File: src/rtl/key_conditioner_pkg.sv
// Shared definitions for the push-button conditioning front end.
// Holds the active button level, the repeat-state type and the counter-width helper.
package key_pkg;

   localparam logic KEY_ACTIVE_LEVEL = 1'b0;

   typedef enum logic [1:0] {
      IDLE,
      HOLD,
      REPEAT
   } rpt_state_e;

   // Width needed to hold max_val; never narrower than one bit.
   function automatic int unsigned cnt_width(input int unsigned max_val);
      if (max_val < 1) begin
         return 1;
      end
      return $clog2(max_val + 1);
   endfunction

   function automatic int unsigned max_u(input int unsigned a, input int unsigned b);
      return (a > b) ? a : b;
   endfunction

endpackage

File: src/rtl/key_conditioner_channel.sv
// One button channel: two-flop synchroniser, debouncer and auto-repeat FSM.
// All outputs are registered; strobes last exactly one clock.
module key_channel
   import key_pkg::*;
#(
   parameter int unsigned DEBOUNCE_CYCLES = 100000,
   parameter int unsigned HOLD_CYCLES     = 5000000,
   parameter int unsigned REPEAT_CYCLES   = 1000000
) (
   input  logic clk_i,
   input  logic rst_ni,
   input  logic key_raw_i,
   output logic level_o,
   output logic press_o,
   output logic release_o,
   output logic repeat_o
);

   localparam int unsigned DB_W = cnt_width(DEBOUNCE_CYCLES - 1);
   localparam int unsigned TM_W = cnt_width(max_u(HOLD_CYCLES - 1, REPEAT_CYCLES - 1));
   localparam logic [DB_W-1:0] DB_MAX   = DB_W'(DEBOUNCE_CYCLES - 1);
   localparam logic [TM_W-1:0] HOLD_MAX = TM_W'(HOLD_CYCLES - 1);
   localparam logic [TM_W-1:0] RPT_MAX  = TM_W'(REPEAT_CYCLES - 1);

   logic            s1_q;
   logic            s2_q;
   logic            pressed_q;
   logic            pressed_d;
   logic [DB_W-1:0] db_cnt_q;
   logic [DB_W-1:0] db_cnt_d;
   logic            raw_pressed;
   logic            differ;
   logic            accept;
   logic            press_evt;
   logic            release_evt;

   rpt_state_e      state_q;
   logic [TM_W-1:0] tmr_q;
   logic            press_q;
   logic            release_q;
   logic            repeat_q;

   always_ff @(posedge clk_i or negedge rst_ni) begin
      if (!rst_ni) begin
         s1_q <= 1'b1;
         s2_q <= 1'b1;
      end else begin
         s1_q <= key_raw_i;
         s2_q <= s1_q;
      end
   end

   // The counter only ever reaches DB_MAX while s2 differs, and that edge accepts
   // and clears, so it saturates without an explicit clamp.
   always_comb begin
      raw_pressed = (s2_q == KEY_ACTIVE_LEVEL);
      differ      = (raw_pressed != pressed_q);
      accept      = differ && (db_cnt_q == DB_MAX);
      db_cnt_d    = '0;
      if (differ && !accept) begin
         db_cnt_d = db_cnt_q + 1'b1;
      end
      pressed_d   = accept ? raw_pressed : pressed_q;
      press_evt   = accept && raw_pressed;
      release_evt = accept && !raw_pressed;
   end

   always_ff @(posedge clk_i or negedge rst_ni) begin
      if (!rst_ni) begin
         pressed_q <= 1'b0;
         db_cnt_q  <= '0;
      end else begin
         pressed_q <= pressed_d;
         db_cnt_q  <= db_cnt_d;
      end
   end

   always_ff @(posedge clk_i or negedge rst_ni) begin
      if (!rst_ni) begin
         state_q   <= IDLE;
         tmr_q     <= '0;
         press_q   <= 1'b0;
         release_q <= 1'b0;
         repeat_q  <= 1'b0;
      end else begin
         press_q   <= press_evt;
         release_q <= release_evt;
         repeat_q  <= 1'b0;
         if (release_evt) begin
            state_q <= IDLE;
            tmr_q   <= '0;
         end else begin
            case (state_q)
               IDLE: begin
                  tmr_q <= '0;
                  if (press_evt) begin
                     state_q <= HOLD;
                  end
               end
               HOLD: begin
                  if (tmr_q == HOLD_MAX) begin
                     repeat_q <= 1'b1;
                     state_q  <= REPEAT;
                     tmr_q    <= '0;
                  end else begin
                     tmr_q <= tmr_q + 1'b1;
                  end
               end
               REPEAT: begin
                  if (tmr_q == RPT_MAX) begin
                     repeat_q <= 1'b1;
                     tmr_q    <= '0;
                  end else begin
                     tmr_q <= tmr_q + 1'b1;
                  end
               end
               default: begin
                  state_q <= IDLE;
                  tmr_q   <= '0;
               end
            endcase
         end
      end
   end

   assign level_o   = pressed_q;
   assign press_o   = press_q;
   assign release_o = release_q;
   assign repeat_o  = repeat_q;

endmodule

File: src/rtl/key_conditioner.sv
// Push-button front end: NUM_KEYS independent debounced channels with
// press, release and auto-repeat strobes, all in the ADC_CLK_10 domain.
module key_conditioner
   import key_pkg::*;
#(
   parameter int unsigned NUM_KEYS        = 2,
   parameter int unsigned DEBOUNCE_CYCLES = 100000,
   parameter int unsigned HOLD_CYCLES     = 5000000,
   parameter int unsigned REPEAT_CYCLES   = 1000000
) (
   input  logic                ADC_CLK_10,
   input  logic                RESET_N,
   input  logic [NUM_KEYS-1:0] KEY,
   output logic [NUM_KEYS-1:0] key_level,
   output logic [NUM_KEYS-1:0] key_press,
   output logic [NUM_KEYS-1:0] key_release,
   output logic [NUM_KEYS-1:0] key_repeat
);

   for (genvar k = 0; k < NUM_KEYS; k++) begin : g_ch
      key_channel #(
         .DEBOUNCE_CYCLES (DEBOUNCE_CYCLES),
         .HOLD_CYCLES     (HOLD_CYCLES),
         .REPEAT_CYCLES   (REPEAT_CYCLES)
      ) u_ch (
         .clk_i     (ADC_CLK_10),
         .rst_ni    (RESET_N),
         .key_raw_i (KEY[k]),
         .level_o   (key_level[k]),
         .press_o   (key_press[k]),
         .release_o (key_release[k]),
         .repeat_o  (key_repeat[k])
      );
   end

endmodule

File: config.mk
export PLATFORM = sky130hd
export DESIGN_NAME = key_conditioner
export DESIGN_NICKNAME = d
export VERILOG_FILES = /design/src/rtl/key_conditioner_pkg.sv /design/src/rtl/key_conditioner_channel.sv /design/src/rtl/key_conditioner.sv
export SDC_FILE = /design/constraint.sdc
export NUM_CORES = 1
export LEC_CHECK = 0
export CORE_ASPECT_RATIO = 0.8
export CORE_MARGIN = 2
export CORE_UTILIZATION = 50
export DETAILED_ROUTE_END_ITERATION = 12
export GPL_ROUTABILITY_DRIVEN = 0
export PLACE_DENSITY = 0.78
export SLEW_MARGIN = 20
export SYNTH_ARGS = -nofsm -noshare
export SYNTH_HDL_FRONTEND = slang
export SYNTH_SLANG_ARGS = --single-unit
File: constraint.sdc
create_clock -name ADC_CLK_10 -period 2.7 [get_ports ADC_CLK_10]
set_input_delay 0.81 -clock ADC_CLK_10 [delete_from_list [all_inputs] [get_ports ADC_CLK_10]]
set_output_delay 0.81 -clock ADC_CLK_10 [all_outputs]
set_load 0.01 [all_outputs]
* After elaboration in Yosys (flattened, before gate mapping)
Index checks and enable logic that the tools add are counted.
** Word-level totals
- Bits in registers :: 96
- Input port bits :: 4
- Output and inout port bits :: 8
- Logic and storage cells :: 82
** Cells by class
- $add $sub $neg :: 4
- Equal/unequal tests :: 18
- Multiplexer cells :: 26
- Bitwise gates (word level) :: 2
- Reduce and logical (&&, ||, !) cells :: 14
** Operators by type and width (count)
- 23-bit 2-to-1 mux :: 6
- 23-bit case mux with 2 select lines :: 2
- 23-bit by 1-bit adder with 23-bit output, second input constant :: 2
- 23-bit by 20-bit equality test with 1-bit output, second input constant :: 2
- 23-bit equality test, second input constant :: 2
- 17-bit by 1-bit adder with 17-bit output, second input constant :: 2
- 17-bit equality test, second input constant :: 2
- 17-bit 2-to-1 mux :: 2
- 2-bit 2-to-1 mux :: 6
- 3-bit by 1-bit inequality test with 1-bit output, second input constant :: 4
- 2-bit case mux with 3 select lines :: 2
- 1-bit logical AND :: 8
- 1-bit 2-to-1 mux :: 6
- 3-bit AND reduction :: 2
- 2-bit by 1-bit equality test with 1-bit output, second input constant :: 2
- 2-bit equality test, second input constant :: 2
- 2-bit zero test :: 2
- 2-bit by 1-bit inequality test with 1-bit output, second input constant :: 2
- 1-bit case mux with 2 select lines :: 2
- 1-bit zero test :: 2
- 1-bit inequality test :: 2
- 1-bit NOT :: 2

* Depth between registers and ports, before layout
- Depth after elaboration :: 7
- Depth in mapped cells :: 8
- Gate-level depth less buffers :: 7

* By module
A second synthesis with hierarchy kept.
** Unflattened totals
- Cell total of the unflattened synthesis :: 468
- Area total of the unflattened synthesis :: 4972.3 um^2
** Modules (own cells, without submodules)
- key_channel :: times used 2, cells an instance 234, area an instance 2486.1 um^2

* Worst setup path before layout
Ideal clock, no wire load.
- Kind :: register -> register
- From :: reg g_ch[0].u_ch.tmr_q[10]
- To :: reg g_ch[0].u_ch.tmr_q[7]
- Arrival time :: 1800 ps
- Path slack :: 780 ps
- Stages on the path, launching flop included :: 7
- Path buffers :: 1
- Path through :: dfrtp_1 -> or4_4 -> nor4b_4 -> a31oi_1 -> o211ai_2 -> buf_6 -> nor2_1
** On the way
- Longest elaborated chain between the ends :: 4
- Elaborated cells on any way between the ends :: 6
- Classes of those cells :: eq/ne: 2; mux: 4
** RTL lines
- start, declared :: line key_conditioner_channel.sv:38 : logic [TM_W-1:0] tmr_q;
- start signal, assigned :: line key_conditioner_channel.sv:106 : tmr_q <= tmr_q + 1'b1;
- start signal, assigned :: line key_conditioner_channel.sv:114 : tmr_q <= tmr_q + 1'b1;
- 23-bit by 20-bit equality test with 1-bit output / 23-bit equality test (equally long branches) :: line key_conditioner_channel.sv:110, key_conditioner_channel.sv:101
- 23-bit 2-to-1 mux (on tied branches) :: line key_conditioner_channel.sv:110, key_conditioner_channel.sv:101
- 23-bit case mux with 2 select lines * :: line key_conditioner_channel.sv:93 : case (state_q)
- 23-bit 2-to-1 mux * :: line key_conditioner_channel.sv:89 : if (release_evt) begin
Every way passes the cells marked *; elsewhere a longest branch is shown, timed or not.
A chain may end at the register's enable or synchronous reset.

* Worst setup path after layout
- From :: reg g_ch[0].u_ch.pressed_q
- To :: out key_level[0]
** RTL lines
- start, declared :: line key_conditioner_channel.sv:27 : logic pressed_q;
- start signal, assigned :: line key_conditioner_channel.sv:73 : pressed_q <= pressed_d;
- end, declared :: line key_conditioner.sv:14 : output logic [NUM_KEYS-1:0] key_level,
No word-level cell between the ends.

==> results.txt <==
Yosys warning count: 0. Walking the worst path, the cells encountered are clkdlybuf4s50_1. The peak per-stage delay on the critical path was 0.58 ns; the total power density per cell area was 515 nW/um^2.

The run gives 2.11 nW as the leakage power. Number of synthesized register bits: 96. In the layout the commonest cells are sky130_fd_sc_hd__nor2_1, sky130_fd_sc_hd__dfrtp_1, sky130_fd_sc_hd__xor2_1.

The first global-routing pass estimated 15400 um of wire. The finished layout holds 619 standard cells, fillers aside. The number of placed instances, taps included, is 603. The buffer cell driving the clock tree root is sky130_fd_sc_hd__clkbuf_16.

The clock latency reported for the late side of the worst-skew pair is 0.34 ns, and the minimum period implied by the final worst setup slack is 2.19 ns. The share of the synthesized area in the top cell type works out to 0.480. The floorplan die height came out at 91.6 um.

The logs give 0 for the number of max-slew violations in the final report and 0 for the number of antenna cells inserted. A synthesized cell averages 9.76 sq um. For the worst setup path, the data required time is 1.89 ns. Setup repair after global routing left no endpoint under its margin. Summed over all failing endpoints, the final setup total negative slack is 0 ns. Post-synthesis cell type with the largest combined area: sky130_fd_sc_hd__dfrtp_1.

The fraction of the cycle the final worst path needs was 0.811. At the worst endpoint, the arrival time is 1.38 ns. The number of cells on the worst reg-to-reg path is 6. Startpoint of the most critical register-to-register path: g_ch[1].u_ch.tmr_q[7]. The run gives 9190 sq um as the core area.

The largest individual stage delay along the critical path comes from the cell sky130_fd_sc_hd__clkdlybuf4s50_1. Counting along the longest clock path gives a buffer depth of 2. Counting every instance in the synthesized netlist gives 491. The element type at the critical path start was a register.

DRC violation total after the first TritonRoute iteration: 194. The cell family contributing the most delay on the critical path is buffers and inverters. The mapped netlist covers 4790 sq um. At the pin with the least slew margin, the transition time is 0.630 ns.

The first TritonRoute pass finished after 4 iterations. Type of the worst min-delay path: reg -> reg. Wires add up to 8630 um. The layout-stage area growth over the synthesis result was 9.58%. TritonCTS built the clock tree. The die covers 10400 sq um. In this run the worst path has a maximum fanout of 7. The logs give 5890 um for the HPWL after detailed placement and 0 for the number of antenna violations at the first check in global routing. The tools report the share of the yosys chip area belonging to registers as 0.502. The critical path in this run is classified as reg -> out. After synthesis, the cell types taking the most area are sky130_fd_sc_hd__dfrtp_1, sky130_fd_sc_hd__nor2_1, sky130_fd_sc_hd__xor2_1, sky130_fd_sc_hd__xnor2_1, sky130_fd_sc_hd__nand3_1. The tool flagged a number of max-cap violations equal to 0.

After clock tree synthesis, the flow added hold-fix buffers numbering 0. In the routed design, unresolved DRC markers number 0. The run gives 0.54 ns as the setup slack on the worst flop-to-flop path. The worst hold path stage count was 0; the detail-routed via count per cell was 5.51. The tools report the terminating pin of the worst hold path as g_ch[0].u_ch.s2_q. The synthesized netlist contains 42 unique library cells. The clock sink total came out at 96. The leading cell type in the layout, fill and taps excluded was sky130_fd_sc_hd__nor2_1. In this run the most critical hold path is launched from g_ch[0].u_ch.s1_q. Once detail routing completed, the nets flagged for antenna violations numbered 0. Once routing completed, OpenROAD measured the worst setup slack at 0.510 ns. The count of final setup violators is 0, and the count of final hold-check violations is 0. The top-level I/O count is 12, and the standard-cell row count is 31. The minimum setup slack after placement is 0.616 ns, and the worst-case clock skew is 0.00949 ns.

Post-CTS repair changed the size of 0 cells. The final routed wire length divided by cell count was 13.9 um; the routed via count was 3412. The number of global-route vias before repair is 3366, and the number of nets in the layout is 515. The headroom to the max-slew limit was 0.580. CTS built an H-tree with a depth of 3.

For the number of CTS-inserted buffers, the log shows 9. Timing would allow up to 0.457 GHz. The number of nets handed over by synthesis was 507. The clock transition time at the flip-flop clock pins of the worst setup and hold paths was 0.06 ns; the worst IR drop on VDD was 0.397 mV.

The share of post-route cells with drive strength above 1 came out at 0.0556. For the effective utilization at floorplan, the log shows 0.522. Buffers placed on the I/O ports in this run total 11. The run finished with clean final reports. The post-CTS setup repair buffer count was 0. In this run the horizontal extent of the chip is 113 um. The all-layer global routing usage was 0.183. The worst register-to-register path ends at g_ch[1].u_ch.tmr_q[9]. Entering global routing, the biggest net connects 44 pins. The filler cells instantiated in the layout total 772. Element type at the critical path end: an output pin.

The count of buffer and inverter cells on the critical path is 1, and the total global routing overflow is 0.
[metrics by stage]
stage          utilization  hold slack, ns  total power [mW]  cell area, sq um
2_1_floorplan            -           0.345              1.51              4790
3_3_place_gp         0.541           0.346              1.55              4970
3_5_place_dp         0.541           0.350              1.55              4970
4_1_cts              0.572           0.360              2.74              5250
5_1_grt              0.572           0.364              2.81              5250
6_report             0.572           0.357              2.71              5250
[layout make-up]
cell class / count / area (sq um) / share of cell area
clock buffer: 13 / 260 / 0.0495
timing repair buffer: 16 / 158 / 0.0300
tap: 115 / 144 / 0.0274
multi-input combinational: 354 / 2180 / 0.416
sequential: 96 / 2410 / 0.458
clock inverter: 3 / 18.8 / 0.00357
inverter: 22 / 82.6 / 0.0157
[synth_stat cells]
master and count:
sky130_fd_sc_hd__a32o_1 1, sky130_fd_sc_hd__buf_2 4, sky130_fd_sc_hd__nor4bb_1 3, sky130_fd_sc_hd__or3_1 2, sky130_fd_sc_hd__nor4_1 5, sky130_fd_sc_hd__nand4b_1 1
sky130_fd_sc_hd__ha_1 12, sky130_fd_sc_hd__nor2b_1 1, sky130_fd_sc_hd__dfstp_2 4, sky130_fd_sc_hd__nor4b_1 5, sky130_fd_sc_hd__a31oi_1 2, sky130_fd_sc_hd__and4b_1 1
sky130_fd_sc_hd__clkbuf_1 5, sky130_fd_sc_hd__o31ai_1 2, sky130_fd_sc_hd__nor2_1 95, sky130_fd_sc_hd__a221oi_1 2, sky130_fd_sc_hd__or4_1 1, sky130_fd_sc_hd__buf_6 2
sky130_fd_sc_hd__a22oi_1 1, sky130_fd_sc_hd__nor4b_4 1, sky130_fd_sc_hd__dfrtp_1 92, sky130_fd_sc_hd__and4_1 7, sky130_fd_sc_hd__xor2_1 39, sky130_fd_sc_hd__o22a_1 1
sky130_fd_sc_hd__o211ai_2 1, sky130_fd_sc_hd__or2_2 1, sky130_fd_sc_hd__inv_1 22, sky130_fd_sc_hd__nand2b_1 2, sky130_fd_sc_hd__or4bb_1 1, sky130_fd_sc_hd__a21o_1 3
sky130_fd_sc_hd__and2_1 3, sky130_fd_sc_hd__nand3_1 32, sky130_fd_sc_hd__a21oi_1 6, sky130_fd_sc_hd__buf_4 8, sky130_fd_sc_hd__o32ai_1 1, sky130_fd_sc_hd__o21ai_0 9
sky130_fd_sc_hd__nand4_1 22, sky130_fd_sc_hd__nand2_1 29, sky130_fd_sc_hd__or4_4 1, sky130_fd_sc_hd__and3_1 11, sky130_fd_sc_hd__nor3_1 17, sky130_fd_sc_hd__xnor2_1 33
[report_power, final]
| group | internal [mW] | switching (mW) | total [mW] |
|---|---|---|---|
| logic | 0.0157 | 0.0416 | 0.0574 |
| clock network | 0.674 | 0.513 | 1.19 |
| registers | 1.45 | 0.0102 | 1.46 |
| total | 2.14 | 0.565 | 2.71 |
[cell families (layout without fill, tap and decap cells)]
logic type,count (synthesis),count (layout),synth area share
compound gates,29,29,0.0397
buf+inv,41,54,0.0425
xor+xnor,72,72,0.132
fa+ha+maj,12,12,0.0313
simple gates,241,241,0.253
flops,96,96,0.502
[flip-flops by register name (all words and copies together) (netlist names)]
register,cells
g_ch.u_ch.s2_q,2
g_ch.u_ch.db_cnt_q,34
g_ch.u_ch.release_o,2
g_ch.u_ch.repeat_o,2
g_ch.u_ch.state_q,4
g_ch.u_ch.s1_q,2
g_ch.u_ch.press_o,2
g_ch.u_ch.level_o,2
g_ch.u_ch.tmr_q,46
[worst max path at each step]
stage	start	endpoint	slack, ns	depth (start not counted)
6_report	g_ch[0].u_ch.level_o	key_level[0]	0.51	1
5_1_grt	g_ch[1].u_ch.db_cnt_q[8]	g_ch[1].u_ch.tmr_q[12]	0.39	6
3_5_place_dp	g_ch[0].u_ch.db_cnt_q[12]	g_ch[0].u_ch.tmr_q[2]	0.62	6
3_3_place_gp	g_ch[0].u_ch.tmr_q[10]	g_ch[0].u_ch.tmr_q[21]	0.70	6
4_1_cts	g_ch[0].u_ch.level_o	key_level[0]	0.48	1
2_1_floorplan	g_ch[0].u_ch.tmr_q[10]	g_ch[0].u_ch.tmr_q[7]	0.78	6
[worst register-to-register path, delay by kind of cell, from the launching register on]
family                 cells  cell delay, ns
AND/OR/NAND/NOR            3            0.82
flip-flops                 1            0.45
buffers and inverters      1            0.26
AO/OA/AOI/OAI              2            0.51
[per-layer routing]
layer | part of all wire | wire (um) | vias to the layer above | GRT usage
met5 | 0 | 0 | - | 0
met4 | 0.011 | 98 | 0 | 0.0518
met3 | 0.025 | 214 | 10 | 0.0467
met2 | 0.48 | 4170 | 31 | 0.297
met1 | 0.48 | 4150 | 1693 | 0.243
li1 | - | - | 1678 | -
(Power assumes the default switching activity.)
